**config.mk**
```make
export PLATFORM = sky130hd
export DESIGN_NAME = jenc_frame_ctrl
export DESIGN_NICKNAME = d
export VERILOG_FILES = /design/src/rtl/jenc_pkg.sv /design/src/rtl/jenc_byte_counter.sv /design/src/rtl/jenc_frame_ctrl.sv
export SDC_FILE = /design/constraint.sdc
export NUM_CORES = 1
export LEC_CHECK = 0
export CAP_MARGIN = 20
export CORE_MARGIN = 3
export CORE_UTILIZATION = 35
export DETAILED_ROUTE_END_ITERATION = 12
export PLACE_DENSITY_LB_ADDON = 0.25
export SKIP_CTS_REPAIR_TIMING = 1
export SYNTH_ARGS = -nofsm -noshare
export SYNTH_HDL_FRONTEND = slang
export SYNTH_HIERARCHICAL = 1
export SYNTH_SLANG_ARGS = --single-unit
export TNS_END_PERCENT = 10
```
**constraint.sdc**
```tcl
create_clock -name clk -period 4.5 [get_ports clk]
set_input_delay 0.45 -clock clk [delete_from_list [all_inputs] [get_ports clk]]
set_output_delay 0.45 -clock clk [all_outputs]
set_load 0.01 [all_outputs]
```
**src/rtl/jenc_pkg.sv**
```systemverilog
// rtl/jenc_pkg.sv - shared types and helpers for the JPEG encoder frame controller
package jenc_pkg;

    typedef enum logic [2:0] {
        IDLE,
        ARM,
        RUN,
        FLUSH,
        DONE,
        ABORT
    } jenc_ctrl_state_t;

    localparam int JENC_SIZE_W   = 20;
    localparam int JENC_BEAT_MAX = 16;

    // The bytepacker never emits more than 16 bytes per beat; anything larger is malformed.
    function automatic logic [4:0] jenc_clamp_bytes(input logic [4:0] bytes);
        return (bytes > 5'(JENC_BEAT_MAX)) ? 5'(JENC_BEAT_MAX) : bytes;
    endfunction

endpackage

```
**src/rtl/jenc_byte_counter.sv**
```systemverilog
// rtl/jenc_byte_counter.sv - saturating compressed-byte accumulator and flush watchdog
module jenc_byte_counter
    import jenc_pkg::*;
#(
    parameter int TIMEOUT_CYCLES = 2**20
) (
    input  logic                   clk,
    input  logic                   reset,
    input  logic                   clear_i,
    input  logic                   acc_i,
    input  logic [4:0]             bytes_i,
    input  logic                   wd_run_i,
    output logic [JENC_SIZE_W-1:0] sum_o,
    output logic                   wd_expired_o
);

    localparam int WW = (TIMEOUT_CYCLES > 2) ? $clog2(TIMEOUT_CYCLES) : 1;

    logic [JENC_SIZE_W-1:0] byte_cnt_q, byte_cnt_d;
    logic [JENC_SIZE_W:0]   sum_wide;
    logic [WW-1:0]          wd_cnt_q, wd_cnt_d;

    always_comb begin
        sum_wide = {1'b0, byte_cnt_q} + {{(JENC_SIZE_W - 4){1'b0}}, jenc_clamp_bytes(bytes_i)};
        sum_o    = sum_wide[JENC_SIZE_W] ? {JENC_SIZE_W{1'b1}} : sum_wide[JENC_SIZE_W-1:0];

        byte_cnt_d = byte_cnt_q;
        if (clear_i) begin
            byte_cnt_d = '0;
        end else if (acc_i) begin
            byte_cnt_d = sum_o;
        end

        // Watchdog only runs while flushing; any accepted output beat restarts it.
        wd_cnt_d = (!wd_run_i || acc_i) ? '0 : wd_cnt_q + WW'(1);
        wd_expired_o = wd_run_i && !acc_i && (wd_cnt_q == WW'(TIMEOUT_CYCLES - 1));
    end

    always_ff @(posedge clk) begin
        if (reset) begin
            byte_cnt_q <= '0;
            wd_cnt_q   <= '0;
        end else begin
            byte_cnt_q <= byte_cnt_d;
            wd_cnt_q   <= wd_cnt_d;
        end
    end

endmodule

```
**src/rtl/jenc_frame_ctrl.sv**
```systemverilog
// rtl/jenc_frame_ctrl.sv - per-frame sequencer gating camera beats into the JPEG encoder
module jenc_frame_ctrl
    import jenc_pkg::*;
#(
    parameter int SENSOR_X_SIZE  = 1280,
    parameter int SENSOR_Y_SIZE  = 720,
    parameter int ENC_RST_CYCLES = 4,
    parameter int TIMEOUT_CYCLES = 2**20,
    localparam int XW = $clog2(SENSOR_X_SIZE),
    localparam int YW = $clog2(SENSOR_Y_SIZE)
) (
    input  logic                   clk,
    input  logic                   reset,
    input  logic                   start,
    input  logic                   abort,
    input  logic [XW-1:0]          x_size_m1,
    input  logic [YW-1:0]          y_size_m1,
    output logic [XW-1:0]          enc_x_size_m1,
    output logic [YW-1:0]          enc_y_size_m1,
    output logic                   enc_reset,
    input  logic                   in_valid,
    input  logic                   in_last,
    output logic                   in_hold,
    output logic                   enc_di_valid,
    input  logic                   enc_di_hold,
    input  logic                   enc_out_valid,
    input  logic                   enc_out_hold,
    input  logic [4:0]             enc_out_bytes,
    input  logic                   enc_out_tlast,
    output logic                   busy,
    output logic                   done,
    output logic                   error,
    output logic [JENC_SIZE_W-1:0] frame_size
);

    localparam int RW = (ENC_RST_CYCLES > 1) ? $clog2(ENC_RST_CYCLES) : 1;
    localparam logic [RW-1:0] RST_INIT = RW'(ENC_RST_CYCLES - 1);

    jenc_ctrl_state_t       state_q, state_d;
    logic [RW-1:0]          rst_cnt_q, rst_cnt_d;
    logic [XW-1:0]          x_q, x_d;
    logic [YW-1:0]          y_q, y_d;
    logic                   error_q, error_d;
    logic [JENC_SIZE_W-1:0] frame_size_q, frame_size_d;

    logic                   in_acc, out_acc, cnt_clear, cnt_acc, wd_run, wd_expired;
    logic [JENC_SIZE_W-1:0] cnt_sum;

    jenc_byte_counter #(
        .TIMEOUT_CYCLES(TIMEOUT_CYCLES)
    ) u_byte_counter (
        .clk         (clk),
        .reset       (reset),
        .clear_i     (cnt_clear),
        .acc_i       (cnt_acc),
        .bytes_i     (enc_out_bytes),
        .wd_run_i    (wd_run),
        .sum_o       (cnt_sum),
        .wd_expired_o(wd_expired)
    );

    always_comb begin
        state_d      = state_q;
        rst_cnt_d    = rst_cnt_q;
        x_d          = x_q;
        y_d          = y_q;
        error_d      = error_q;
        frame_size_d = frame_size_q;
        cnt_clear    = 1'b0;

        in_acc  = in_valid && !enc_di_hold && (state_q == RUN);
        out_acc = enc_out_valid && !enc_out_hold;
        cnt_acc = out_acc && (state_q == RUN || state_q == FLUSH);
        wd_run  = (state_q == FLUSH);

        enc_di_valid = (state_q == RUN) ? in_valid : 1'b0;
        in_hold      = (state_q == RUN) ? enc_di_hold : 1'b1;
        enc_reset    = (state_q == IDLE || state_q == ARM || state_q == ABORT);
        busy         = (state_q == ARM || state_q == RUN || state_q == FLUSH || state_q == ABORT);
        done         = (state_q == DONE);

        // Abort outranks everything, including a simultaneous start.
        if (abort) begin
            state_d   = ABORT;
            rst_cnt_d = RST_INIT;
            error_d   = 1'b1;
        end else begin
            case (state_q)
                IDLE, DONE: begin
                    if (start) begin
                        state_d   = ARM;
                        rst_cnt_d = RST_INIT;
                        x_d       = x_size_m1;
                        y_d       = y_size_m1;
                        error_d   = 1'b0;
                        cnt_clear = 1'b1;
                    end
                end
                ARM: begin
                    if (rst_cnt_q == '0) state_d = RUN;
                    else                 rst_cnt_d = rst_cnt_q - RW'(1);
                end
                RUN: begin
                    if (out_acc && enc_out_tlast) begin
                        state_d      = DONE;
                        frame_size_d = cnt_sum;
                        if (!(in_acc && in_last)) error_d = 1'b1;
                    end else if (in_acc && in_last) begin
                        state_d = FLUSH;
                    end
                end
                FLUSH: begin
                    if (out_acc && enc_out_tlast) begin
                        state_d      = DONE;
                        frame_size_d = cnt_sum;
                    end else if (wd_expired) begin
                        state_d   = ABORT;
                        rst_cnt_d = RST_INIT;
                        error_d   = 1'b1;
                    end
                end
                ABORT: begin
                    if (rst_cnt_q == '0) state_d = IDLE;
                    else                 rst_cnt_d = rst_cnt_q - RW'(1);
                end
                default: state_d = IDLE;
            endcase
        end

        enc_x_size_m1 = x_q;
        enc_y_size_m1 = y_q;
        error         = error_q;
        frame_size    = frame_size_q;
    end

    always_ff @(posedge clk) begin
        if (reset) begin
            state_q      <= IDLE;
            rst_cnt_q    <= '0;
            x_q          <= '0;
            y_q          <= '0;
            error_q      <= 1'b0;
            frame_size_q <= '0;
        end else begin
            state_q      <= state_d;
            rst_cnt_q    <= rst_cnt_d;
            x_q          <= x_d;
            y_q          <= y_d;
            error_q      <= error_d;
            frame_size_q <= frame_size_d;
        end
    end

endmodule

```
==> flow_metrics.py, run 1 <==
metrics = {
    "run_status": {
        "status": "finished clean",
    },
    "finish": {
        "final_nets": 632,
        "nFillCells": 1112,
        "syn_to_final_growth_pct": 28.2,
        "drive_gt1_frac": 0.0624,
        "antennaDiodeCount": 0,
    },
    "drt": {
        "route.antenna.remaining_nets": 0,
        "viasPerCell": 5.18,
        "routedWlPerCell_microns": 14.1,
        "routed_wl_microns": 10400,
        "first_iter_violations": 190,
        "drc": 0,
        "num_vias": 3814,
        "first_pass_iters": 4,
    },
    "worst_hold_path": {
        "worst_hold_path_type": "flip-flop to flip-flop",
        "hold_path_depth": 2,
        "hold_start": "enc_y_size_m1[6]$_SDFFE_PP0P_",
    },
    "synthesis": {
        "synthMuxAreaShare": 0.00812,
        "yosys.area_share.simple": 0.265,
        "netlist_area_sq_um": 4160,
        "yosys-top-cells-count": "106 x nand2_1, 87 x dfxtp_1, 63 x a21oi_1",
        "synth-xor-area-share": 0.0484,
        "yosysSeqAreaShare": 0.419,
        "syn_area_per_cell_sq_um": 7.88,
        "syn_nets": 572,
        "synth_compound_area_frac": 0.178,
        "synth_cell_type_count": 57,
        "synth.most_common_cell": "nand2_1",
        "async_reset_ff_frac": 0,
        "yosysWarningCount": 6,
        "synth_area_leader_cell": "dfxtp_1",
        "netlist.area_leader.share": 0.419,
        "synth_top_flop_cell": "dfxtp_1",
        "synth_cells": 528,
        "synth_edf_count": 0,
        "yosys.area_share.adder": 0.0259,
        "synth_area_leaders": "dfxtp_1 42%, nand2_1 9.6%, a21oi_1 7.6%, nor2_1 3.7%, xor2_1 3.4%",
        "synth_top_family_by_area": "simple AND/OR/NAND/NOR gates",
        "synth_seq_cells": 87,
    },
    "setup_path": {
        "startpoint": "enc_out_bytes[4]",
        "cp-end-kind": "flip-flop",
        "path_max_fanout": 12,
        "reg2reg_from": "state_q[0]$_SDFFE_PP0P_",
        "start_kind": "primary input",
        "crit_arrival_ns": 3.07,
        "worstPathRequired_ns": 4.69,
        "path_class": "primary input to flip-flop",
        "reg2reg_depth": 7,
    },
    "timing": {
        "finalMaxSlewViolations": 0,
        "whs_ns": 0.453,
        "setup_viol_count_final": 0,
        "final.setup.tns_ns": 0,
        "tightestPinTransition_ns": 0.913,
        "slew_headroom": 0.391,
        "clock_skew_ns": 0.00587,
        "post-route-period-util": 0.639,
        "period_minus_slack_ns": 2.88,
        "rsz0062_at_grt": "no",
        "finalHoldViolCount": 0,
        "fmax_mhz": 348,
    },
    "floorplan": {
        "die_y_microns": 115,
        "die_width_microns": 115,
        "pin_count": 83,
        "num_rows": 39,
        "die-area_sq_um": 13200,
        "initial_core_util": 0.361,
        "coreArea_sq_um": 11500,
    },
    "global_route": {
        "globalRouteOverflowTotal": 0,
        "grt_max_degree": 51,
        "grt_pass1_vias": 3651,
        "antenna_found_initial": 0,
        "track_usage": 0.163,
        "grt_pass1_wl_microns": 17500,
    },
    "clock_network": {
        "clkTransAtPathRegs_ns": 0.06,
        "numCtsBuffers": 9,
        "cts_tree": "done",
        "h-tree-depth": 3,
        "root_buffer": "clkbuf_16",
        "clock_path_buffers": 2,
        "clkSinkCount": 87,
        "clk-insertion-delay-late_ns": 0.35,
    },
    "power_and_ir_drop": {
        "peakVddDrop_mv": 0.229,
        "powerDensity_nw_per_um2": 319,
        "p_leak_nw": 1.88,
    },
    "placed_design": {
        "port_buffers": 82,
        "dpl.hpwl_microns": 7340,
        "routabilityCongestion": 0.821,
    },
    "job": {
        "cap_violations": 0,
    },
}
-- cells in the final DEF (no fill, tap or decap), types with 7 or more instances in the layout --
cell type        netlist  routed
a31oi_1               17      17
ha_1                   7       7
dfxtp_1               87      87
clkdlybuf4s50_1        0      81
clkbuf_16              0       9
a21oi_1               63      63
and4_1                 9       9
nor2_1                41      40
nand4_1                9       9
nor3_1                13      13
inv_1                 12      12
xnor2_1                7       7
nand3_1               14      14
and3_1                10      10
xor2_1                16      16
o21ai_0               18      18
nand2_1              106     106
-- cell families (layout without fill, tap and decap cells) --
kind of cell	Yosys count	after routing
buf+inv	51	116
flops	87	87
compound gates	124	124
fa+ha+maj	8	8
simple gates	232	232
mux	3	3
xor+xnor	23	23
-- critical path: stages --
cell	delay, ns
clkdlybuf4s50_1	0.56
nor2b_1	0.08
ha_1	0.21
fa_1	0.41
a21oi_1	0.25
o21ai_0	0.12
buf_4	0.19
and4_1	0.26
nor4_2	0.31
a21oi_1	0.12
nand2_1	0.07
a21oi_1	0.05
-- metrics by stage --
stage / area [sq um] / power [W] / util / setup slack [ns] / instances
floorplan: 4160 / 0.000872 / - / 2.08 / 528
global route: 5340 / 0.00177 / 0.463 / 1.42 / 736
detailed placement: 5020 / 0.000941 / 0.436 / 1.29 / 720
finish: 5340 / 0.00170 / 0.463 / 1.62 / 736
global placement: 5020 / 0.000939 / 0.436 / 1.32 / 720
CTS: 5340 / 0.00173 / 0.463 / 1.64 / 736
-- state kept, by name, summed over array words and instances (netlist names) --
signal	flops
state_q	3
rst_cnt_q	2
u_byte_counter/wd_cnt_q	20
error	1
u_byte_counter/byte_cnt_q	20
frame_size	20
enc_y_size_m1	10
enc_x_size_m1	11
-- cell type report --
class	instances	area (sq um)	share of cell area
flip-flops and latches	87	1740	0.326
clock buffers	12	267	0.0499
inverters	13	48.8	0.00914
well taps	143	179	0.0335
clock inverters	4	52.6	0.00985
repair buffers	87	853	0.160
multi-input cells	390	2190	0.411
-- final timing paths --
path / to / slack (ns)
setup / recovery: frame_size[19]$_SDFFE_PP0P_ / 1.62
hold / removal: enc_y_size_m1[6]$_SDFFE_PP0P_ / 0.45
setup reg to reg: u_byte_counter/byte_cnt_q[19]$_SDFFE_PP0P_ / 1.86
hold reg to reg: enc_y_size_m1[6]$_SDFFE_PP0P_ / 0.45
-- power breakdown --
group          switching, W  leakage [nW]  internal [W]
sequential        0.0000102         0.704      0.000783
combinational     0.0000612          1.02     0.0000690
clock              0.000304         0.159      0.000476
total              0.000375          1.88       0.00133
-- layer usage --
metal	GRT usage	routed length, microns
met1	0.217	5030
met2	0.253	4600
met3	0.0511	574
met4	0.0540	169
met5	0	0
No activity file was read; power rests on OpenSTA's default activity.
==> run 2, diff against run 1 <==
==> constraint.sdc (replaced) <==
create_clock -name clk -period 2.95 [get_ports clk]
set_input_delay 0.295 -clock clk [delete_from_list [all_inputs] [get_ports clk]]
set_output_delay 0.295 -clock clk [all_outputs]
set_load 0.01 [all_outputs]
==> run 2 against run 1 <==
  * Clock power up 60%
  * Critical path depth down 1
  * Worst setup slack worse by 1.3 ns
  * Critical path type unchanged
  * Register-to-register slack worse by 1.4 ns
  * Highest routed layer unchanged
  * Flip-flop and latch count unchanged
==> flow_metrics.py, run 2 (synthesis gave the netlist of run 1 again) <==
metrics = {
    "global_route": {
        "antenna_found_initial": 0,
        "grt_pass1_wl_microns": 17300,
        "grt_pass1_vias": 3616,
        "globalRouteOverflowTotal": 0,
        "track_usage": 0.159,
        "grt_max_degree": 35,
    },
    "setup_path": {
        "reg2reg_depth": 9,
        "r2r_end": "frame_size[19]$_SDFFE_PP0P_",
        "endpoint": "frame_size[19]$_SDFFE_PP0P_",
        "path_class": "primary input to flip-flop",
        "r2r_setup_slack_ns": 0.50,
        "worstPathRequired_ns": 3.15,
        "crit_arrival_ns": 2.80,
        "startpoint": "enc_out_bytes[4]",
        "cp-end-kind": "flip-flop",
        "start_kind": "primary input",
        "reg2reg_from": "u_byte_counter/byte_cnt_q[0]$_SDFFE_PP0P_",
        "path_max_fanout": 6,
    },
    "timing": {
        "setup_viol_count_final": 0,
        "fmax_mhz": 385,
        "final.setup.tns_ns": 0,
        "post-route-period-util": 0.881,
        "slew_headroom": 0.471,
        "tightestPinTransition_ns": 0.790,
        "clock_skew_ns": 0.00959,
        "fin_ws_ns": 0.352,
        "period_minus_slack_ns": 2.60,
        "finalHoldViolCount": 0,
        "rsz0062_at_grt": "no",
        "finalMaxSlewViolations": 0,
    },
    "worst_hold_path": {
        "worst_hold_path_type": "flip-flop to flip-flop",
    },
    "finish": {
        "layout.cells.most_common": "nand2_1",
        "final_nets": 642,
        "fin_area_sq_um": 5420,
        "drive_gt1_frac": 0.0779,
        "antennaDiodeCount": 0,
        "syn_to_final_growth_pct": 30.3,
        "final_cell_mix": "106 x nand2_1, 87 x dfxtp_1, 81 x clkdlybuf4s50_1",
    },
    "clock_network": {
        "clock_path_buffers": 2,
        "clkSinkCount": 87,
        "root_buffer": "clkbuf_16",
        "clkTransAtPathRegs_ns": 0.07,
        "h-tree-depth": 3,
        "numCtsBuffers": 9,
        "cts_tree": "done",
        "clk-insertion-delay-late_ns": 0.34,
    },
    "drt": {
        "first_pass_iters": 5,
        "viasPerCell": 5.23,
        "routed_wl_microns": 10500,
        "first_iter_violations": 229,
        "drc": 0,
        "num_vias": 3901,
        "route.antenna.remaining_nets": 0,
        "routedWlPerCell_microns": 14.1,
    },
    "power_and_ir_drop": {
        "peakVddDrop_mv": 0.317,
        "clkPwrFrac": 0.471,
        "seqPwrFrac": 0.454,
        "p_comb_frac": 0.076,
        "powerDensity_nw_per_um2": 491,
        "switching_share": 0.223,
        "power.total_w": 0.00266,
        "switchingPower_w": 0.000594,
        "p_leak_nw": 1.92,
        "intPower_w": 0.00207,
    },
    "floorplan": {
        "coreArea_sq_um": 11500,
        "die_y_microns": 115,
        "initial_core_util": 0.361,
        "num_rows": 39,
        "pin_count": 83,
        "die_width_microns": 115,
        "die-area_sq_um": 13200,
    },
    "job": {
        "cap_violations": 0,
    },
    "run_status": {
        "status": "finished clean",
    },
    "placed_design": {
        "port_buffers": 82,
        "dpl_worst_slack_ns": 0.00906,
        "routabilityCongestion": 0.869,
        "dpl_cell_area_sq_um": 5090,
        "dpl.hpwl_microns": 7290,
    },
}
run 2: cell types whose count changed in the layout (fill, tap and decap cells not counted):
cell | previous run | this run
clkinvlp_4 | 0 | 2
bufinv_16 | 1 | 2
buf_4 | 5 | 15
inv_6 | 0 | 1
clkinv_2 | 1 | 0
clkinv_4 | 2 | 1
clkbuf_8 | 3 | 1
run 2: critical path, cell delays in order:
cell             delay, ns
clkdlybuf4s50_1       0.48
nor2b_1               0.06
ha_1                  0.20
fa_1                  0.41
a21oi_1               0.24
o21ai_0               0.29
and4_1                0.32
nor4_2                0.26
a21oi_1               0.11
nand2_1               0.08
a21oi_1               0.06
run 2: stage by stage:
stage / std cells / util / hold slack, ns
floorplan: 528 / - / 0.431
global placement: 730 / 0.442 / 0.443
detailed placement: 730 / 0.442 / 0.447
CTS: 746 / 0.471 / 0.457
global route: 746 / 0.471 / 0.473
finish: 746 / 0.471 / 0.453
run 2: final cells by class:
class	instances	area [sq um]
fillers	1158	6090
repair buffers	97	928
clock inverters	6	92.6
multi-input cells	390	2190
clock buffers	10	239
flip-flops and latches	87	1740
well taps	143	179
inverters	13	48.8
run 2: layer usage:
layer | GRT usage | up-vias | routed length, microns
met5 | 0 | - | 0
met3 | 0.0453 | 8 | 630
met2 | 0.257 | 98 | 4750
li1 | - | 1975 | -
met4 | 0.0399 | 0 | 76
met1 | 0.211 | 1820 | 5050
run 2: how the worst min path moves through the flow:
stage | from | endpoint | slack [ns] | depth (start not counted)
floorplan | x_size_m1[0] | enc_x_size_m1[0]$_SDFFE_PP0P_ | 0.43 | 2
global placement | enc_x_size_m1[9]$_SDFFE_PP0P_ | enc_x_size_m1[9]$_SDFFE_PP0P_ | 0.44 | 2
detailed placement | frame_size[2]$_SDFFE_PP0P_ | frame_size[2]$_SDFFE_PP0P_ | 0.45 | 2
CTS | frame_size[2]$_SDFFE_PP0P_ | frame_size[2]$_SDFFE_PP0P_ | 0.46 | 2
global route | enc_x_size_m1[9]$_SDFFE_PP0P_ | enc_x_size_m1[9]$_SDFFE_PP0P_ | 0.47 | 2
finish | enc_y_size_m1[4]$_SDFFE_PP0P_ | enc_y_size_m1[4]$_SDFFE_PP0P_ | 0.45 | 2
run 2: power groups by stage:
| stage | combinational (W) | clock, W | sequential (W) |
|---|---|---|---|
| after global placement | 0.000199 | 0 | 0.00123 |
| final | 0.000201 | 0.00125 | 0.00121 |
| after detailed placement | 0.000202 | 0 | 0.00124 |
| after floorplan | 0.0000929 | 0 | 0.00124 |
| after CTS | 0.000203 | 0.00129 | 0.00121 |
| after global routing | 0.000220 | 0.00134 | 0.00121 |
==> run 3, diff against run 2 <==
--- a/config.mk
+++ b/config.mk
@@ -8,9 +8,12 @@
 export CAP_MARGIN = 20
 export CORE_MARGIN = 3
 export CORE_UTILIZATION = 35
+export CTS_CLUSTER_DIAMETER = 50
 export DETAILED_ROUTE_END_ITERATION = 12
 export PLACE_DENSITY_LB_ADDON = 0.25
+export SETUP_SLACK_MARGIN = 0.4
 export SKIP_CTS_REPAIR_TIMING = 1
+export SKIP_LAST_GASP = 1
 export SYNTH_ARGS = -nofsm -noshare
 export SYNTH_HDL_FRONTEND = slang
 export SYNTH_HIERARCHICAL = 1
==> run 3 against run 2 <==
  * Clock-buffer cell count is the same
  * Register-to-register slack gained 0.17 ns
  * Combinational power is essentially flat
  * Worst setup slack gained 0.21 ns
  * Worst hold slack is essentially flat
  * Largest cell class unchanged
  * Highest routed layer unchanged
==> flow_metrics.py, run 3 (synthesis gave the netlist of run 1 again) <==
metrics = {
    "drt": {
        "first_iter_violations": 225,
        "routedWlPerCell_microns": 14.1,
        "routed_wl_microns": 10500,
        "viasPerCell": 5.19,
        "route.antenna.remaining_nets": 0,
        "num_vias": 3872,
        "first_pass_iters": 4,
        "drc": 0,
    },
    "clock_network": {
        "clkTransAtPathRegs_ns": 0.06,
        "clkSinkCount": 87,
        "numCtsBuffers": 9,
        "h-tree-depth": 3,
        "cts_tree": "done",
        "clk-insertion-delay-late_ns": 0.34,
        "root_buffer": "clkbuf_16",
        "clock_path_buffers": 2,
    },
    "placed_design": {
        "dpl.hpwl_microns": 7290,
        "routabilityCongestion": 0.869,
        "port_buffers": 82,
    },
    "setup_path": {
        "path_max_fanout": 5,
        "worstPathRequired_ns": 3.15,
        "cp-end-kind": "flip-flop",
        "crit_arrival_ns": 2.58,
        "path_class": "primary input to flip-flop",
        "start_kind": "primary input",
    },
    "timing": {
        "post-route-period-util": 0.809,
        "finalMaxSlewViolations": 0,
        "final.setup.tns_ns": 0,
        "period_minus_slack_ns": 2.39,
        "clock_skew_ns": 0.0146,
        "slew_headroom": 0.483,
        "finalHoldViolCount": 0,
        "rsz0062_at_grt": "no",
        "setup_viol_count_final": 0,
        "fmax_mhz": 419,
        "tightestPinTransition_ns": 0.773,
    },
    "power_and_ir_drop": {
        "seqPwrFrac": 0.454,
        "power.total_w": 0.00266,
        "peakVddDrop_mv": 0.317,
        "switching_share": 0.223,
        "p_comb_frac": 0.076,
        "p_leak_nw": 1.93,
        "powerDensity_nw_per_um2": 491,
        "switchingPower_w": 0.000594,
        "clkPwrFrac": 0.471,
        "intPower_w": 0.00207,
    },
    "global_route": {
        "grt_pass1_wl_microns": 17300,
        "grt_pass1_vias": 3616,
        "grt_max_degree": 35,
        "antenna_found_initial": 0,
        "track_usage": 0.159,
        "globalRouteOverflowTotal": 0,
    },
    "finish": {
        "antennaDiodeCount": 0,
        "syn_to_final_growth_pct": 30.5,
        "layout.cells.most_common": "nand2_1",
        "nFillCells": 1158,
        "final_cell_mix": "106 x nand2_1, 87 x dfxtp_1, 81 x clkdlybuf4s50_1",
        "seqCellArea_sq_um": 1740,
        "final_nets": 642,
        "drive_gt1_frac": 0.0813,
        "multi_input_area_sq_um": 2200,
    },
    "floorplan": {
        "num_rows": 39,
        "coreArea_sq_um": 11500,
        "die_y_microns": 115,
        "die-area_sq_um": 13200,
        "initial_core_util": 0.361,
        "pin_count": 83,
        "die_width_microns": 115,
    },
    "run_status": {
        "status": "finished clean",
    },
    "job": {
        "cap_violations": 0,
    },
    "worst_hold_path": {
        "worst_hold_path_type": "flip-flop to flip-flop",
    },
}
==> run 3: cell types whose count changed in the layout (fill, tap and decap cells not counted) <==
| cell | before | now |
|---|---|---|
| a21oi_1 | 63 | 62 |
| o21ai_2 | 0 | 1 |
| a21oi_2 | 0 | 1 |
| o21ai_0 | 18 | 17 |
==> run 3: worst paths after layout <==
check	start	end	slack, ns	depth (start not counted)
setup / recovery	enc_out_bytes[4]	frame_size[18]$_SDFFE_PP0P_	0.56	11
setup reg to reg	state_q[0]$_SDFFE_PP0P_	u_byte_counter/byte_cnt_q[19]$_SDFFE_PP0P_	0.67	6
hold reg to reg	enc_y_size_m1[4]$_SDFFE_PP0P_	enc_y_size_m1[4]$_SDFFE_PP0P_	0.45	2
hold / removal	enc_y_size_m1[4]$_SDFFE_PP0P_	enc_y_size_m1[4]$_SDFFE_PP0P_	0.45	2
==> run 3: stage by stage <==
step                      cells  area, sq um   util  hold slack, ns  setup WS, ns
final                       746         5430  0.472           0.454         0.564
after global routing        746         5430  0.472           0.473         0.384
after CTS                   746         5420  0.471           0.457         0.366
after detailed placement    730         5090  0.442           0.447       0.00906
after global placement      730         5090  0.442           0.443        0.0695
after floorplan             528         4160      -           0.431         0.683
==> run 3: critical path: stages <==
cell and delay (ns):
clkdlybuf4s50_1 0.48, nor2b_1 0.06, ha_1 0.20, fa_1 0.43
a21oi_2 0.23, o21a_1 0.23, nor2_1 0.13, nand2_1 0.09
mux2_2 0.33, nand2_1 0.06, a21oi_1 0.05
==> run 3: layer usage <==
metal  up-vias  global-route usage  wire [microns]
met5         -                   0               0
met4         0              0.0399              40
met3         2              0.0453             548
met2        85               0.257            4810
met1      1812               0.211            5140
li1       1973                   -               -
==> run 3: final cells by class <==
type	count	share of cell area
multi-input cells	390	0.405
clock inverters	6	0.0170
clock buffers	10	0.0440
repair buffers	97	0.171
inverters	13	0.00898
flip-flops and latches	87	0.321
well taps	143	0.0329
==> run 3: power by group through the flow <==
stage	logic, W	registers (W)	clock network (W)
finish	0.000202	0.00121	0.00125
global route	0.000221	0.00121	0.00134
CTS	0.000203	0.00121	0.00129
detailed placement	0.000202	0.00124	0
global placement	0.000199	0.00123	0
floorplan	0.0000929	0.00124	0
